`src/rtl/bcd_disp_mux_pkg.sv`:
```
// -----------------------------------------------------------------------------
// bcd_disp_mux_pkg
//   Shared constants for the BCD seven-segment display stage.
//   Segment patterns are active-low, bit order {g,f,e,d,c,b,a}.
//   SEG_DASH is shown for non-decimal codes A..F; SEG_OFF is the full 8-bit
//   pattern (dp included) of a dark digit.
// -----------------------------------------------------------------------------
package bcd_disp_mux_pkg;

  typedef logic [3:0] bcd_t;

  localparam logic [6:0] SEG_0    = 7'b1000000;
  localparam logic [6:0] SEG_1    = 7'b1111001;
  localparam logic [6:0] SEG_2    = 7'b0100100;
  localparam logic [6:0] SEG_3    = 7'b0110000;
  localparam logic [6:0] SEG_4    = 7'b0011001;
  localparam logic [6:0] SEG_5    = 7'b0010010;
  localparam logic [6:0] SEG_6    = 7'b0000010;
  localparam logic [6:0] SEG_7    = 7'b1111000;
  localparam logic [6:0] SEG_8    = 7'b0000000;
  localparam logic [6:0] SEG_9    = 7'b0010000;
  localparam logic [6:0] SEG_DASH = 7'b0111111;
  localparam logic [7:0] SEG_OFF  = 8'hFF;

endpackage

```
`src/rtl/bcd_disp_mux_bcd_to_sseg.sv`:
```
// -----------------------------------------------------------------------------
// bcd_to_sseg
//   Combinational BCD digit to active-low seven-segment decoder.
//   Ports:
//     digit  in  4  BCD value; codes A..F decode to a dash
//     dp     in  1  1 = light the decimal point
//     seg    out 8  active-low pattern, seg[7]=dp, seg[6:0]={g,f,e,d,c,b,a}
// -----------------------------------------------------------------------------
module bcd_to_sseg
  import bcd_disp_mux_pkg::*;
(
  input  bcd_t       digit,
  input  logic       dp,
  output logic [7:0] seg
);

  // NOTE: every output of a combinational block gets a default first, so no
  // path through the case leaves it unassigned and no latch is inferred.
  always_comb begin
    seg = {~dp, SEG_DASH};
    unique case (digit)
      4'd0:    seg[6:0] = SEG_0;
      4'd1:    seg[6:0] = SEG_1;
      4'd2:    seg[6:0] = SEG_2;
      4'd3:    seg[6:0] = SEG_3;
      4'd4:    seg[6:0] = SEG_4;
      4'd5:    seg[6:0] = SEG_5;
      4'd6:    seg[6:0] = SEG_6;
      4'd7:    seg[6:0] = SEG_7;
      4'd8:    seg[6:0] = SEG_8;
      4'd9:    seg[6:0] = SEG_9;
      default: seg[6:0] = SEG_DASH;
    endcase
  end

endmodule

```
`src/rtl/bcd_disp_mux.sv`:
```
// -----------------------------------------------------------------------------
// bcd_disp_mux
//   Latches four BCD digits and a decimal-point mask on a load strobe and
//   time-multiplexes them onto a 4-digit common-anode seven-segment display,
//   with leading-zero blanking, invalid-digit flag and 16-level brightness PWM.
//   Ports:
//     clk       in   1  system clock
//     reset     in   1  asynchronous, active-high reset
//     load      in   1  strobe; captures bcd3..bcd0 and dp_in
//     bcd3..0   in   4  digits, bcd3 most significant
//     dp_in     in   4  decimal-point mask, bit i = digit i
//     blank_lz  in   1  enable leading-zero blanking (live)
//     duty      in   4  brightness, on while PWM phase <= duty (live)
//     an        out  4  active-low anode enables, an[i] = digit i
//     sseg      out  8  active-low segments, sseg[7] = dp
//     err       out  1  some latched digit is above 9
//   Parameter N: refresh counter width, digit slot = 2^(N-2) clocks, N >= 8.
// -----------------------------------------------------------------------------
module bcd_disp_mux
  import bcd_disp_mux_pkg::*;
#(
  parameter int N = 18
) (
  input  logic       clk,
  input  logic       reset,
  input  logic       load,
  input  logic [3:0] bcd3,
  input  logic [3:0] bcd2,
  input  logic [3:0] bcd1,
  input  logic [3:0] bcd0,
  input  logic [3:0] dp_in,
  input  logic       blank_lz,
  input  logic [3:0] duty,
  output logic [3:0] an,
  output logic [7:0] sseg,
  output logic       err
);

  logic [N-1:0]      cnt;
  logic [3:0][3:0]   digits_q;   // digits_q[i] = digit i
  logic [3:0]        dp_q;
  logic              loaded_q;

  logic [1:0]        sel;
  logic [3:0]        sub;
  logic [3:0]        keep;       // keep[i]: digit i is significant
  logic              pwm_on;
  logic [7:0]        dec_seg;

  // NOTE: sequential state uses non-blocking assignments only, so every
  // register samples pre-edge values regardless of statement order.
  always_ff @(posedge clk or posedge reset) begin
    if (reset) begin
      cnt      <= '0;
      digits_q <= '0;
      dp_q     <= '0;
      loaded_q <= 1'b0;
      err      <= 1'b0;
    end else begin
      cnt <= cnt + N'(1);
      if (load) begin
        digits_q <= {bcd3, bcd2, bcd1, bcd0};
        dp_q     <= dp_in;
        loaded_q <= 1'b1;
        err      <= (bcd3 > 4'd9) | (bcd2 > 4'd9) | (bcd1 > 4'd9) | (bcd0 > 4'd9);
      end
    end
  end

  assign sel    = cnt[N-1:N-2];
  assign sub    = cnt[N-3:N-6];
  assign pwm_on = (sub <= duty);

  // A digit stays lit once it or anything to its left is non-zero or carries
  // a decimal point; digit 0 always stays lit.
  assign keep[3] = (digits_q[3] != 4'd0) | dp_q[3];
  assign keep[2] = keep[3] | (digits_q[2] != 4'd0) | dp_q[2];
  assign keep[1] = keep[2] | (digits_q[1] != 4'd0) | dp_q[1];
  assign keep[0] = 1'b1;

  bcd_to_sseg u_dec (
    .digit (digits_q[sel]),
    .dp    (dp_q[sel]),
    .seg   (dec_seg)
  );

  always_ff @(posedge clk or posedge reset) begin
    if (reset) begin
      an   <= 4'hF;
      sseg <= SEG_OFF;
    end else if (!loaded_q || (blank_lz && !keep[sel])) begin
      an   <= 4'hF;
      sseg <= SEG_OFF;
    end else begin
      // Segments follow the slot; only the anode is gated by the PWM phase.
      an   <= pwm_on ? ~(4'b0001 << sel) : 4'hF;
      sseg <= dec_seg;
    end
  end

endmodule

```
`config.mk`:
```
export PLATFORM = sky130hd
export DESIGN_NAME = bcd_disp_mux
export DESIGN_NICKNAME = d
export VERILOG_FILES = /design/src/rtl/bcd_disp_mux_pkg.sv /design/src/rtl/bcd_disp_mux_bcd_to_sseg.sv /design/src/rtl/bcd_disp_mux.sv
export SDC_FILE = /design/constraint.sdc
export NUM_CORES = 1
export LEC_CHECK = 0
export ABC_AREA = 1
export CAP_MARGIN = 20
export CORE_MARGIN = 3
export CORE_UTILIZATION = 29
export CTS_CLUSTER_DIAMETER = 60
export CTS_CLUSTER_SIZE = 20
export DETAILED_ROUTE_END_ITERATION = 6
export PLACE_DENSITY = 0.53
export SETUP_SLACK_MARGIN = 0.4
export SLEW_MARGIN = 15
export SYNTH_ARGS = -nofsm -noshare
export SYNTH_HDL_FRONTEND = slang
export SYNTH_SLANG_ARGS = --single-unit
export TNS_END_PERCENT = 20
```
`constraint.sdc`:
```
create_clock -name clk -period 2.2 [get_ports clk]
set_clock_uncertainty 0.2 [all_clocks]
set_input_delay 0.66 -clock clk [delete_from_list [all_inputs] [get_ports clk]]
set_output_delay 0.66 -clock clk [all_outputs]
set_load 0.1 [all_outputs]
```
Yosys cells after proc, flatten, opt, wreduce, memory -nomap -nowiden
Memories as Yosys holds them, arrays and structs flattened. Cells that the tools add are included.

Magnitude comparators: 6. Shift-type cells: 1. Bitwise operators: 10. Muxes and demuxes: 9. Add/subtract/negate cells: 1. Reduce and logical (&&, ||, !) cells: 7.

Operators by type and width (count): 18-bit by 1-bit adder with 18-bit output, second input constant (1); 4-bit > comparator, second input constant (4); 4-bit two-way mux (3); 4-bit nonzero test (3); 4-bit binary-select mux with 2-bit select (1); 8-bit two-way mux (1); 1-bit OR (8); 1-bit binary-select mux with 2-bit select (2); 4-bit less-or-equal comparator (1); 4-bit NOT (1); 1-bit by 2-bit << shifter with 4-bit output, first input constant (1); 2-bit by 3-bit less-than comparator with 1-bit output, second input constant (1); 1-bit logical NOT (2); 1-bit two-way mux (2); 1-bit logical AND (1); 1-bit logical OR (1); 1-bit NOT (1).

Bits of input ports: 28. Memory bits (read-only): 112. Word-level logic and storage cells: 45. Register bits after elaboration: 52. Output and inout port bits: 13. Memories kept: 1.

Memory list: (name not given) (words 16, bits a word 7, rd ports 1, clocked after Yosys merged registers in 0, wr ports 0, RTL line bcd_disp_mux_bcd_to_sseg.sv:21) `unique case (digit)`.

Logic depth before layout (Yosys ltp)
Depth in word-level cells: 12. Depth in mapped cells: 10.

Hierarchy
A second synthesis with hierarchy kept.

Cell total of the unflattened synthesis: 307. Area, all modules: 2587.5 um2.

Modules (own cells, without submodules): bcd_disp_mux (cells each 271, instances 1, area an instance 2396.0 um2); bcd_to_sseg (cells each 36, instances 1, area an instance 191.4 um2).

Least setup slack after synthesis
OpenSTA, ideal clock, no wires.

Kind: register -> register. Start point: reg cnt[16]. End point: reg sseg[0]. Slack: 0.435 ns. Stages on the path, launching flop included: 10. Path buffers: 1. Library setup time: 0.086 ns. Data arrival time: 1.480 ns. Period minus slack after synthesis: 1.765 ns. Path through: dfrtp_1 -> buf_4 -> nand3_1 -> nand2_1 -> nor2_1 -> inv_1 -> ha_1 -> nand3b_1 -> nand3_1 -> nand3_1.

Cells in the longest elaborated chain, start to end: 6.

RTL lines: start, declared (RTL line bcd_disp_mux.sv:39) `logic [N-1:0] cnt;`; start signal, assigned (RTL line bcd_disp_mux.sv:60) `cnt <= cnt + N'(1);`; branches (longest 5 deep; another with memory read 16 x 7 bit); 8-bit two-way mux * (RTL line bcd_disp_mux.sv:91) `end else if (!loaded_q || (blank_lz && !keep[sel])) begin`; end signal, assigned (RTL line bcd_disp_mux.sv:97) `sseg <= dec_seg;`; end, declared (RTL line bcd_disp_mux.sv:35) `output logic [7:0] sseg,`.

Every way passes the cells marked *. The select of a mux whose other input is x is not followed. A chain may end at the register's enable or synchronous reset.

Worst setup path after layout
Start point: reg sseg[7]. End point: out sseg[7].

No word-level cell between the ends.

==> results.py <==
metrics = {
    "yosys": {
        "yosysTopAreaCell": "dfrtp_1",
        "ys_types": 24,
        "ys_ff_latch": 52,
        "synth_cells": 320,
        "synth-simple-area-share_pct": 30.0,
        "ys_warn_count": 0,
        "synth_mux_area_share_pct": 0,
        "synth-compound-area-share_pct": 3.82,
        "synth_top_area_share_pct": 38.7,
        "yosys-top-cells-area": "dfrtp_1 (39%), nand2_1 (17%), dfstp_2 (12%)",
        "synth.avg_cell_area_um2": 8.09,
        "seq_area_frac_synth_pct": 50.9,
        "synth_top_family_by_area": "simple AND/OR/NAND/NOR gates",
        "synth_fa_ha_area_share_pct": 4.84,
        "syn_nets": 358,
        "synth_xor_area_share_pct": 4.74,
        "syn-cell-area_um2": 2590,
    },
    "critical_path": {
        "worstSetupEndpointType": "primary output",
        "path_class": "reg -> out",
        "cp-start-kind": "flop",
        "cp_max_fo": 1,
        "crit_arrival_ns": 1.04,
        "required_ns": 1.34,
        "critPathMaxStageDelay_ns": 0.56,
        "regToRegSetupSlack_ns": 0.40,
        "crit_family": "flip-flops",
        "crit_buf_inv": 1,
        "crit_slowest_cell": "dfstp_2",
        "crit_chain": "buf_12",
    },
    "final_layout": {
        "antenna_cells": 0,
        "instances_no_fill": 491,
        "syn_to_final_growth_pct": 41.3,
        "layout.nets": 423,
        "layout-drive-gt1-share_pct": 25.1,
        "final_area_um2": 3660,
    },
    "cts": {
        "cts-root-buf": "clkbuf_8",
        "cts_buffers": 5,
        "tritoncts": "done",
        "cts-htree-levels": 2,
        "clkSinkCount": 52,
        "path_clk_slew_ns": 0.10,
        "insertion_delay_ns": 0.31,
        "postCtsHoldBufs": 0,
        "clockBufferDepth": 2,
    },
    "global_routing": {
        "met2_usage_pct": 17.7,
        "grt_pass1_wl_um": 9820,
        "busiest_layer": "met2",
        "antenna_found_initial": 0,
        "grt_start_max_net_pins": 22,
        "use_met1_pct": 17.3,
        "use_met3_pct": 2.49,
        "grtUsageTotal_pct": 11.9,
        "grt_pass1_vias": 2110,
        "grt-ovfl-total": 0,
    },
    "placed_design": {
        "port_buffers": 40,
        "hpwlAfterDp_um": 4350,
        "place_inst": 471,
        "routabilityCongestion": 0.868,
        "post-place-ws_ns": -0.0792,
        "dpl_cell_area_um2": 3330,
    },
    "sta": {
        "period_share_pct": 86.3,
        "worst_slew_pin_slew_ns": 0.376,
        "grt_setup_unrepaired": "yes",
        "fmax_mhz": 527,
        "hold_ws_ns": 0.272,
        "fin_ws_ns": 0.301,
        "slew_headroom_pct": 74.9,
        "finalHoldViolCount": 0,
        "min_period_ns": 1.90,
        "setup_viol_count_final": 0,
        "slew_viol_final": 0,
    },
    "die": {
        "dieHeight_um": 100,
        "start_util_pct": 30.7,
        "fp-row-count": 33,
        "pin_count": 41,
        "core_um2": 8420,
        "die_w_um": 100,
        "dieArea_um2": 10100,
    },
    "detailed_routing": {
        "avgViaCountPerCell": 4.45,
        "ant_nets": 0,
        "detail_route.first_pass.iterations": 6,
        "wire_per_inst_um": 12.1,
        "drtIter0Drc": 71,
        "routed_wl_um": 5930,
        "vias": 2185,
        "drc": 0,
    },
    "job": {
        "maxCapViolations": 0,
    },
    "pwr": {
        "p_seq_share_pct": 49.5,
        "power.total_mw": 2.18,
        "p_switching_mw": 0.689,
        "switching_share_pct": 31.6,
        "comb_power_share_pct": 24.3,
        "p_leak_nw": 1.75,
        "p_per_area_nw_per_um2": 596,
        "ir_drop_mv": 0.341,
        "intPower_mw": 1.49,
        "clkPwrFrac_pct": 26.2,
    },
    "worst_hold_path": {
        "hp-class": "reg -> reg",
    },
    "outcome": {
        "status": "complete, no violations",
    },
}
[cells in the final DEF, fill, tap and decap left out]
cell | netlist | routed
nand3_1 | 31 | 25
xnor2_1 | 5 | 5
dlygate4sd2_1 | 0 | 3
xor2_1 | 9 | 9
clkinv_1 | 1 | 1
or2_2 | 2 | 2
a21oi_1 | 2 | 2
clkbuf_8 | 0 | 6
nor3_1 | 7 | 7
o221ai_1 | 1 | 1
ha_2 | 0 | 1
clkinv_2 | 0 | 1
nand2_1 | 114 | 106
clkdlybuf4s50_1 | 0 | 23
clkinvlp_4 | 0 | 3
clkinv_4 | 0 | 1
nor2_2 | 2 | 1
dfrtp_1 | 40 | 38
inv_1 | 27 | 22
inv_6 | 0 | 1
nand4_1 | 2 | 2
dfstp_2 | 12 | 12
ha_4 | 0 | 2
nor2_4 | 0 | 5
inv_2 | 4 | 6
o21ai_0 | 14 | 12
nand3b_1 | 2 | 2
buf_4 | 1 | 19
o21ai_1 | 2 | 2
nor2_1 | 25 | 21
buf_6 | 0 | 3
dfrtp_2 | 0 | 2
nand2_2 | 2 | 10
buf_12 | 0 | 14
ha_1 | 10 | 7
dlymetal6s2s_1 | 0 | 1
o21ai_2 | 0 | 2
nand3_2 | 0 | 6
[cells in the mapped netlist]
cell type / n
a21oi_1: 2
buf_2: 1
buf_4: 1
clkbuf_1: 4
clkinv_1: 1
dfrtp_1: 40
dfstp_2: 12
ha_1: 10
inv_1: 27
inv_2: 4
nand2_1: 114
nand2_2: 2
nand3_1: 31
nand3b_1: 2
nand4_1: 2
nor2_1: 25
nor2_2: 2
nor3_1: 7
o21ai_0: 14
o21ai_1: 2
o221ai_1: 1
or2_2: 2
xnor2_1: 5
xor2_1: 9
[flip-flops by register name, indices dropped and copies added, names as in the netlist]
name,cells
cnt,18
digits_q,16
sseg,8
an,4
dp_q,4
err,1
loaded_q,1
[cell families after synthesis]
group,count (synthesis)
DFF,52
and+or+nand+nor,187
xor gates and xnor gates,14
AOI/OAI and AO/OA,19
adders and majority gates,10
buffers and inverters,38
[path summary, 6_finish.rpt]
| check | startpoint | end | cells past startpoint |
|---|---|---|---|
| max | sseg[7] | sseg[7] | 1 |
| min | cnt[6] | cnt[6] | 1 |
| max reg2reg | cnt[17] | sseg[3] | 10 |
| min reg2reg | cnt[6] | cnt[6] | 1 |
| max in group asynchronous | reset | sseg[6] | 3 |
| min in group asynchronous | reset | cnt[5] | 2 |
[stage by stage]
| stage | utilization [%] | TNS (ns) |
|---|---|---|
| after floorplan | - | 0 |
| after global placement | 39.5 | -0.158 |
| after detailed placement | 39.5 | -0.214 |
| after CTS | 41.4 | 0 |
| after global routing | 43.4 | 0 |
| final | 43.4 | 0 |
[per-layer routing]
layer  vias up  part of all wire, %
met4         0                 0.62
met5         -                    0
li1       1137                    -
met3         4                  4.9
met2        49                   45
met1       995                   49
[area by class of cell]
class	instances	area, µm²
flip-flops and latches	52	1320
clock inverters	2	15.0
repair buffers	63	726
fillers	852	4770
repair inverters	1	5.00
well taps	105	131
clock buffers	6	82.6
multi-input cells	230	1240
inverters	32	134
[power groups by stage]
stage | Clock, mW | Combinational (mW) | Sequential, mW
5_1_grt | 0.644 | 0.568 | 1.09
4_1_cts | 0.604 | 0.519 | 1.08
6_report | 0.571 | 0.529 | 1.08
3_5_place_dp | 0 | 0.516 | 1.09
3_3_place_gp | 0 | 0.512 | 1.09
2_1_floorplan | 0 | 0.132 | 1.26
[what timing repair did]
item	4_1_cts	5_1_grt
buffers inserted	3	8
cloned	0	1
endpoints found under the hold margin	0	0
resized for setup	14	33
pin swaps	7	13
setup endpoints to repair	23	26
Note: power is estimated with default switching activity, not from simulation.
